$ cat src/rtl/clk_div_pkg.sv
// Shared constants and helpers for the multi-channel clock divider.
// Periods are counted in cycles of the 50 MHz base clock.
package clk_div_pkg;

  localparam int CLK_BASE_FREQ = 50_000_000;
  localparam int MIN_PERIOD    = 2;
  localparam int MIN_HIGH      = 1;
  localparam int MAX_CH        = 8;

  function automatic int period_for_freq(
    input int f
  );
    return CLK_BASE_FREQ / f;
  endfunction

endpackage

$ cat src/rtl/clk_div_chan.sv
// One divider channel: counter, active/shadow config, clamping,
// pending flag and registered clk_out/tick.
module clk_div_chan
  import clk_div_pkg::*;
#(
  parameter int CNT_W          = 25,
  parameter int DEFAULT_PERIOD = 50
) (
  input  logic             clk_in,
  input  logic             rst_a_n,
  input  logic             en,
  input  logic             wr,
  input  logic [CNT_W-1:0] period,
  input  logic [CNT_W-1:0] high,
  output logic             clk_out,
  output logic             tick,
  output logic             pending
);

  localparam logic [CNT_W-1:0] DEF_N =
    CNT_W'(DEFAULT_PERIOD);
  localparam logic [CNT_W-1:0] DEF_H =
    CNT_W'(DEFAULT_PERIOD / 2);
  localparam logic [CNT_W-1:0] MIN_N =
    CNT_W'(MIN_PERIOD);
  localparam logic [CNT_W-1:0] MIN_H =
    CNT_W'(MIN_HIGH);
  localparam logic [CNT_W-1:0] ONE =
    CNT_W'(1);

  logic [CNT_W-1:0] cnt;
  logic [CNT_W-1:0] act_n;
  logic [CNT_W-1:0] act_h;
  logic [CNT_W-1:0] sh_n;
  logic [CNT_W-1:0] sh_h;
  logic [CNT_W-1:0] wr_n;
  logic [CNT_W-1:0] wr_h;
  logic [CNT_W-1:0] nxt_n;
  logic [CNT_W-1:0] nxt_h;
  logic [CNT_W-1:0] cnt_inc;
  logic             wrap;

  // High time is clamped against the already-clamped period.
  always_comb begin
    wr_n = (period < MIN_N) ? MIN_N : period;
    wr_h = (high < MIN_H) ? MIN_H : high;
    if (wr_h >= wr_n) begin
      wr_h = wr_n - ONE;
    end
  end

  always_comb begin
    wrap    = (cnt == act_n - ONE);
    cnt_inc = cnt + ONE;
    nxt_n   = pending ? sh_n : act_n;
    nxt_h   = pending ? sh_h : act_h;
  end

  always_ff @(posedge clk_in or negedge rst_a_n) begin
    if (!rst_a_n) begin
      cnt     <= DEF_N - ONE;
      act_n   <= DEF_N;
      act_h   <= DEF_H;
      sh_n    <= DEF_N;
      sh_h    <= DEF_H;
      pending <= 1'b0;
      clk_out <= 1'b0;
      tick    <= 1'b0;
    end else begin
      if (wr) begin
        sh_n <= wr_n;
        sh_h <= wr_h;
      end
      if (en && !wrap) begin
        cnt     <= cnt_inc;
        tick    <= 1'b0;
        clk_out <= (cnt_inc < act_h);
        if (wr) begin
          pending <= 1'b1;
        end
      end else begin
        // Period boundary (or idle): safe point to adopt shadow.
        act_n   <= nxt_n;
        act_h   <= nxt_h;
        pending <= wr;
        if (en) begin
          cnt     <= '0;
          tick    <= 1'b1;
          clk_out <= (nxt_h != '0);
        end else begin
          cnt     <= nxt_n - ONE;
          tick    <= 1'b0;
          clk_out <= 1'b0;
        end
      end
    end
  end

endmodule

$ cat src/rtl/clk_div_multi.sv
// Multi-channel programmable clock/tick generator; the config
// bus is shared and decoded into per-channel write strobes.
module clk_div_multi
  import clk_div_pkg::*;
#(
  parameter int NUM_CH         = 2,
  parameter int CNT_W          = 25,
  parameter int DEFAULT_PERIOD = 50,
  localparam int CH_W =
    (NUM_CH > 1) ? $clog2(NUM_CH) : 1
) (
  input  logic              clk_in,
  input  logic              rst_a_n,
  input  logic [NUM_CH-1:0] en,
  input  logic              cfg_we,
  input  logic [CH_W-1:0]   cfg_ch,
  input  logic [CNT_W-1:0]  cfg_period,
  input  logic [CNT_W-1:0]  cfg_high,
  output logic [NUM_CH-1:0] clk_out,
  output logic [NUM_CH-1:0] tick,
  output logic [NUM_CH-1:0] cfg_pending
);

  if (NUM_CH < 1 || NUM_CH > MAX_CH) begin : g_bad_ch
    $error("clk_div_multi: NUM_CH out of range");
  end

  if (DEFAULT_PERIOD < MIN_PERIOD) begin : g_bad_def
    $error("clk_div_multi: DEFAULT_PERIOD too small");
  end

  logic [NUM_CH-1:0] wr;

  // Out-of-range channel numbers match no slot.
  always_comb begin
    wr = '0;
    for (int i = 0; i < NUM_CH; i++) begin
      wr[i] = cfg_we && (cfg_ch == CH_W'(i));
    end
  end

  for (genvar g = 0; g < NUM_CH; g++) begin : g_ch
    clk_div_chan #(
      .CNT_W         (CNT_W),
      .DEFAULT_PERIOD(DEFAULT_PERIOD)
    ) u_chan (
      .clk_in (clk_in),
      .rst_a_n(rst_a_n),
      .en     (en[g]),
      .wr     (wr[g]),
      .period (cfg_period),
      .high   (cfg_high),
      .clk_out(clk_out[g]),
      .tick   (tick[g]),
      .pending(cfg_pending[g])
    );
  end

endmodule
$ cat config.mk
export PLATFORM = sky130hd
export DESIGN_NAME = clk_div_multi
export DESIGN_NICKNAME = d
export VERILOG_FILES = /design/src/rtl/clk_div_pkg.sv /design/src/rtl/clk_div_chan.sv /design/src/rtl/clk_div_multi.sv
export SDC_FILE = /design/constraint.sdc
export NUM_CORES = 1
export LEC_CHECK = 0
export ABC_CLOCK_PERIOD_IN_PS = 4380
export BUFFER_PORTS_ARGS = -buffer_cell sky130_fd_sc_hd__buf_2
export CORE_MARGIN = 2
export CORE_UTILIZATION = 45
export DETAILED_ROUTE_END_ITERATION = 8
export GPL_ROUTABILITY_DRIVEN = 0
export MAX_ROUTING_LAYER = met4
export PLACE_DENSITY = 0.7
export SLEW_MARGIN = 25
export SYNTH_ARGS = -nofsm -noshare
export SYNTH_HDL_FRONTEND = slang
export SYNTH_SLANG_ARGS = --single-unit
$ cat constraint.sdc
create_clock -name clk_in -period 4.38 [get_ports clk_in]
set_input_delay 0.438 -clock clk_in [delete_from_list [all_inputs] [get_ports clk_in]]
set_output_delay 0.438 -clock clk_in [all_outputs]
set_load 0.01 [all_outputs]
* Yosys cells after proc, flatten, opt, wreduce, memory -nomap -nowiden *
Index checks and enable logic that the tools add are counted.

cells by class
  equality and inequality tests = 4
  add/subtract/negate cells = 7
  bitwise operators = 1
  reduce and logical (&&, ||, !) cells = 8
  order comparisons = 5
  mux-type cells = 23

operator list
  operator               number
  $mux 25                11
  $sub 25x1->25 const B  5
  $add 25x1->25 const B  2
  $eq 25x25->1           2
  $lt 25x25->1           2
  $reduce_bool 25->1     2
  $ge 25x25->1           1
  $lt 25x1->1 const B    1
  $lt 25x2->1 const B    1
  $mux 1                 12
  $logic_and 1x1->1      4
  $ne 2x1->1 const B     2
  $logic_not 1->1        2
  $not 1->1              1

storage, ports and cells
  register bits = 256
  input port bits = 56
  output and inout port bits = 6
  logic and storage cells = 64

* Longest topological paths before layout *
  depth in word-level cells = 5
  mapped depth = 15
  depth with buffers taken out = 14

* Hierarchy *
A second synthesis with hierarchy kept.

unflattened totals
  cell total of the unflattened synthesis = 2177
  area, all modules = 19309.8 µm²

by module, submodules not included
  module                          cells each  sequential area each (µm²)  area an instance (µm²)  times used
  clk_div_chan at g_ch[0].u_chan  1197        3221.8                      10189.8                 1
  clk_div_chan at g_ch[1].u_chan  978         3221.8                      9103.7                  1
  clk_div_multi                   2           0.0                         16.3                    1

* Worst setup path after synthesis *
Ideal clock, no wire load.

  path type = flip-flop to flip-flop
  from = register g_ch[0].u_chan.pending
  to = register g_ch[0].u_chan.cnt[24]
  setup slack = 293 ps
  buffers on the path = 5
  required time = 4246 ps
  arrival = 3953 ps
  clock period less this slack = 4087 ps
  cell stages (with the launch flop) = 15
  cells stage by stage = dfrtp_1 clkbuf_1 buf_1 buf_1 buf_2 buf_1 mux2i_1 ha_1 o221ai_1 nor4_1 nand3_1 nor2_1 nand4_1 xnor2_1 o22ai_1

between the ends
  word-level cells in the longest chain between the ends = 4

ends and longest elaborated chain
  what                    RTL line            text
  from (decl)             clk_div_chan.sv:17  output logic pending
  from (signal assigned)  clk_div_chan.sv:85  pending <= wr;
  $mux 25                 clk_div_chan.sv:55  nxt_n = pending ? sh_n : act_n;
  $sub 25x1->25           clk_div_chan.sv:91  cnt <= nxt_n - ONE;
  $mux 25                 clk_div_chan.sv:86  if (en) begin
  $mux 25                 clk_div_chan.sv:74  if (en && !wrap) begin
  to (signal assigned)    clk_div_chan.sv:61  cnt <= DEF_N - ONE;
  to (signal assigned)    clk_div_chan.sv:75  cnt <= cnt_inc;
  to (signal assigned)    clk_div_chan.sv:91
  to (decl)               clk_div_chan.sv:31  logic [CNT_W-1:0] cnt;

No other way between the ends.
A chain may end at the register's enable or synchronous reset.

* Final worst setup path *
  from = register g_ch[0].u_chan.act_n[1]
  to = register g_ch[0].u_chan.act_h[2]

between the ends
  word-level cells in the longest chain between the ends = 4

ends and longest elaborated chain
  what                    RTL line            text
  from (decl)             clk_div_chan.sv:32  logic [CNT_W-1:0] act_n;
  from (signal assigned)  clk_div_chan.sv:83  act_n <= nxt_n;
  $sub 25x1->25           clk_div_chan.sv:53  wrap = (cnt == act_n - ONE);
  $eq 25x25->1            clk_div_chan.sv:53
  $logic_not 1->1         clk_div_chan.sv:74
  $logic_and 1x1->1       clk_div_chan.sv:74
  to (signal assigned)    clk_div_chan.sv:84  act_h <= nxt_h;
  to (decl)               clk_div_chan.sv:33  logic [CNT_W-1:0] act_h;

No other way between the ends.

==> metrics.cfg <==
[pwr]
intPower_mw=5.67
finalPower_mw=8.93
seqPwrFrac_pct=41.3
p_per_area_nw_per_um2=484
power_frac_clock_pct=27.0
ir_drop_mv=0.404
switching_share_pct=36.5
power_frac_comb_pct=31.7
p_sw_mw=3.26
power.leakage_nw=8.09

[placed_design]
hpwlAfterDp_mm=36.0
port_buffers=61

[logic_synthesis]
ys_types=81
synth-seq-cells=256
syn_inst=1819
avgSynthCellArea_um2=9.31
syn_area_um2=16900
async_reset_ff_share_pct=100
syn_nets=1955
synth-edff-count=0
ys_seq_area_share_pct=38.1
synthFlopType=dfrtp_1
yosysWarnings=0

[routing]
final_antenna_net_count=0
first_pass_iters=4
post_drt_wl_per_cell_um=20.4
drc=0
vias=13800
wl_mm=47.2
dr_wl_met3_mm=2.93
met1_length_mm=21.4
drt_iter0_markers=1057
highest_layer=met4
met2_length_mm=21.3
avgViaCountPerCell=5.96

[critical_path]
cp.required_ns=4.81
timing.rr.end=g_ch[0].u_chan.act_h[2]
cp_max_fo=16
worstSetupEndpointType=flip-flop
r2r_cells=11
startpoint_type=flip-flop
crit_slowest_cell=a2111oi_0
critical_path.top_delay_family=compound AO/OA/AOI/OAI gates
path_depth=11
crit_start=g_ch[0].u_chan.act_n[1]
path_cells=inv_1 -> ha_1 -> xnor2_1 -> nand2_1 -> o21ai_0 -> a2111oi_0 -> nand4_1 -> o41ai_4 -> nand2_4 -> buf_4 -> mux2_4
timing.rr.start=g_ch[0].u_chan.act_n[1]
crit_type=flip-flop to flip-flop
max_stage_delay_ns=0.63
cp.arrival_ns=4.17
cp_num_buf_inv=2
reg2reg_setup_slack_ns=0.64
crit_end=g_ch[0].u_chan.act_h[2]

[clock_network]
cts_tree=yes
ctsResizeCount=0
htree_num_levels=1
clk_pin_slew_ns=0.06
clock-sinks=256
cts_hold_buf=1
clockRootBuffer=clkbuf_16
clk_path_buf_depth=3
post_cts_buffers=0
cts_made_buffers=27
clock_latency_ns=0.55

[global_routing]
antenna_found_initial=2
track_usage_pct=25.1
grt_start_max_net_pins=98
grt_pass1_vias=13300
grt_overflow_total=0
grt_pass1_wl_mm=75.0

[finish]
fin_nets=1950
area_growth_pct=8.88
layout-drive-gt1-share_pct=15.1

[timing]
fin_tns_setup_ns=0
whs_ns=0.246
max_freq_ghz=0.267
hold_viol=0
slew_headroom_pct=38.6
finalSetupViolCount=0
clock-skew-final_ns=0.00990
worst_pin_slew_ns=0.914
period_share_pct=85.5
period_minus_slack_ns=3.74
slew_violations=0
grt_setup_unrepaired=no

[floorplanning]
coreArea_um2=37300
dieArea_um2=39200
initial_core_util_pct=45.4
rows=71
die_y_um=198
die_width_um=198
ioPinCount=62

[worst_hold_path]
hold_path.class=input port to flip-flop
min_from=cfg_high[22]

[status]
status=finished, final reports clean

[run]
maxCapViolations=0

-- Yosys cell counts, types with 35 or more instances --
library cell  instances  area [µm²]
mux2i_1              68         681
dfrtp_1             226        5660
o21ai_0             128         641
o22ai_1              39         244
ha_1                 80        1000
xnor2_1             102         893
a21oi_1              59         295
clkbuf_1             86         323
nand3_1              41         205
nand4_1              35         219
nor2_1               98         368
nand2_1             203         762
nor4_1               52         325
inv_1                93         349
xor2_1               64         561
nor3_1               51         255
mux2_4               57         856
-- worst min path at each step --
stage	end	slack, ns	cells after the start
floorplan	g_ch[0].u_chan.act_h[10]	0.14	0
global placement	g_ch[1].u_chan.sh_n[20]	0.48	2
detailed placement	g_ch[1].u_chan.sh_n[20]	0.48	2
CTS	g_ch[0].u_chan.sh_h[22]	0.24	3
global route	g_ch[0].u_chan.sh_h[24]	0.28	3
finish	g_ch[0].u_chan.sh_h[22]	0.25	3
-- per-layer routing --
layer,track usage [%],vias to the layer above
met2,38.8,470
met1,34.4,6771
met3,3.24,102
li1,-,6424
met4,8.21,0
met5,-,-
-- stage by stage --
step | cell area [µm²] | setup slack [ns] | std cells | util (%)
after global routing | 18400 | 0.318 | 2308 | 49.4
after global placement | 17500 | 0.592 | 2258 | 46.9
after floorplan | 16900 | 0.293 | 1819 | -
final | 18400 | 0.637 | 2308 | 49.4
after detailed placement | 17500 | 0.364 | 2258 | 46.9
after CTS | 18400 | 0.712 | 2307 | 49.4
-- sequential cells by signal, indices dropped and copies added, names as in the netlist --
register and cells:
g_ch.u_chan.tick 2, g_ch.u_chan.act_h 50, g_ch.u_chan.pending 2, g_ch.u_chan.clk_out 2
g_ch.u_chan.cnt 50, g_ch.u_chan.act_n 50, g_ch.u_chan.sh_h 50, g_ch.u_chan.sh_n 50
-- layout make-up --
| class | count | area [µm²] |
|---|---|---|
| Antenna cell | 1 | 2.50 |
| Clock buffer | 35 | 736 |
| Clock inverter | 13 | 184 |
| Fill cell | 3438 | 18900 |
| Inverter | 94 | 353 |
| Multi-Input combinational cell | 1348 | 9590 |
| Sequential cell | 256 | 6450 |
| Tap cell | 474 | 593 |
| Timing Repair Buffer | 87 | 526 |
-- worst reg2reg max path, stage by stage, from the launching register on --
cell       delay [ns]
dfstp_2          0.57
inv_1            0.05
ha_1             0.28
xnor2_1          0.16
nand2_1          0.07
o21ai_0          0.11
a2111oi_0        0.63
nand4_1          0.41
o41ai_4          0.47
nand2_4          0.26
buf_4            0.31
mux2_4           0.31
-- power groups by stage --
stage          sequential, mW  clock [mW]  combinational, mW
6_report                 3.69        2.41               2.83
5_1_grt                  3.75        2.52               3.17
4_1_cts                  3.67        2.44               2.81
3_5_place_dp             3.70           0               2.79
3_3_place_gp             3.68           0               2.70
2_1_floorplan            3.31           0               2.32
-- placed cells by master (no fill, tap or decap), types with 52 or more instances in the layout --
master,instances
inv_1,93
o21ai_0,128
ha_1,80
buf_2,60
nand2_1,202
mux2i_1,68
dfrtp_1,224
xnor2_1,102
mux2_4,57
xor2_1,64
nor4_1,52
nor2_1,98
a21oi_1,59
-- kinds of logic after synthesis --
logic type,after synthesis,share of synthesized area (%)
AND/OR/NAND/NOR,609,18.3
buffers and inverters,215,5.33
adder cells (fa/ha/maj),80,5.91
AO/OA/AOI/OAI,337,12.6
flip-flops,256,38.1
XOR/XNOR,166,8.59
multiplexers,156,11.1
(Power assumes the default switching activity.)
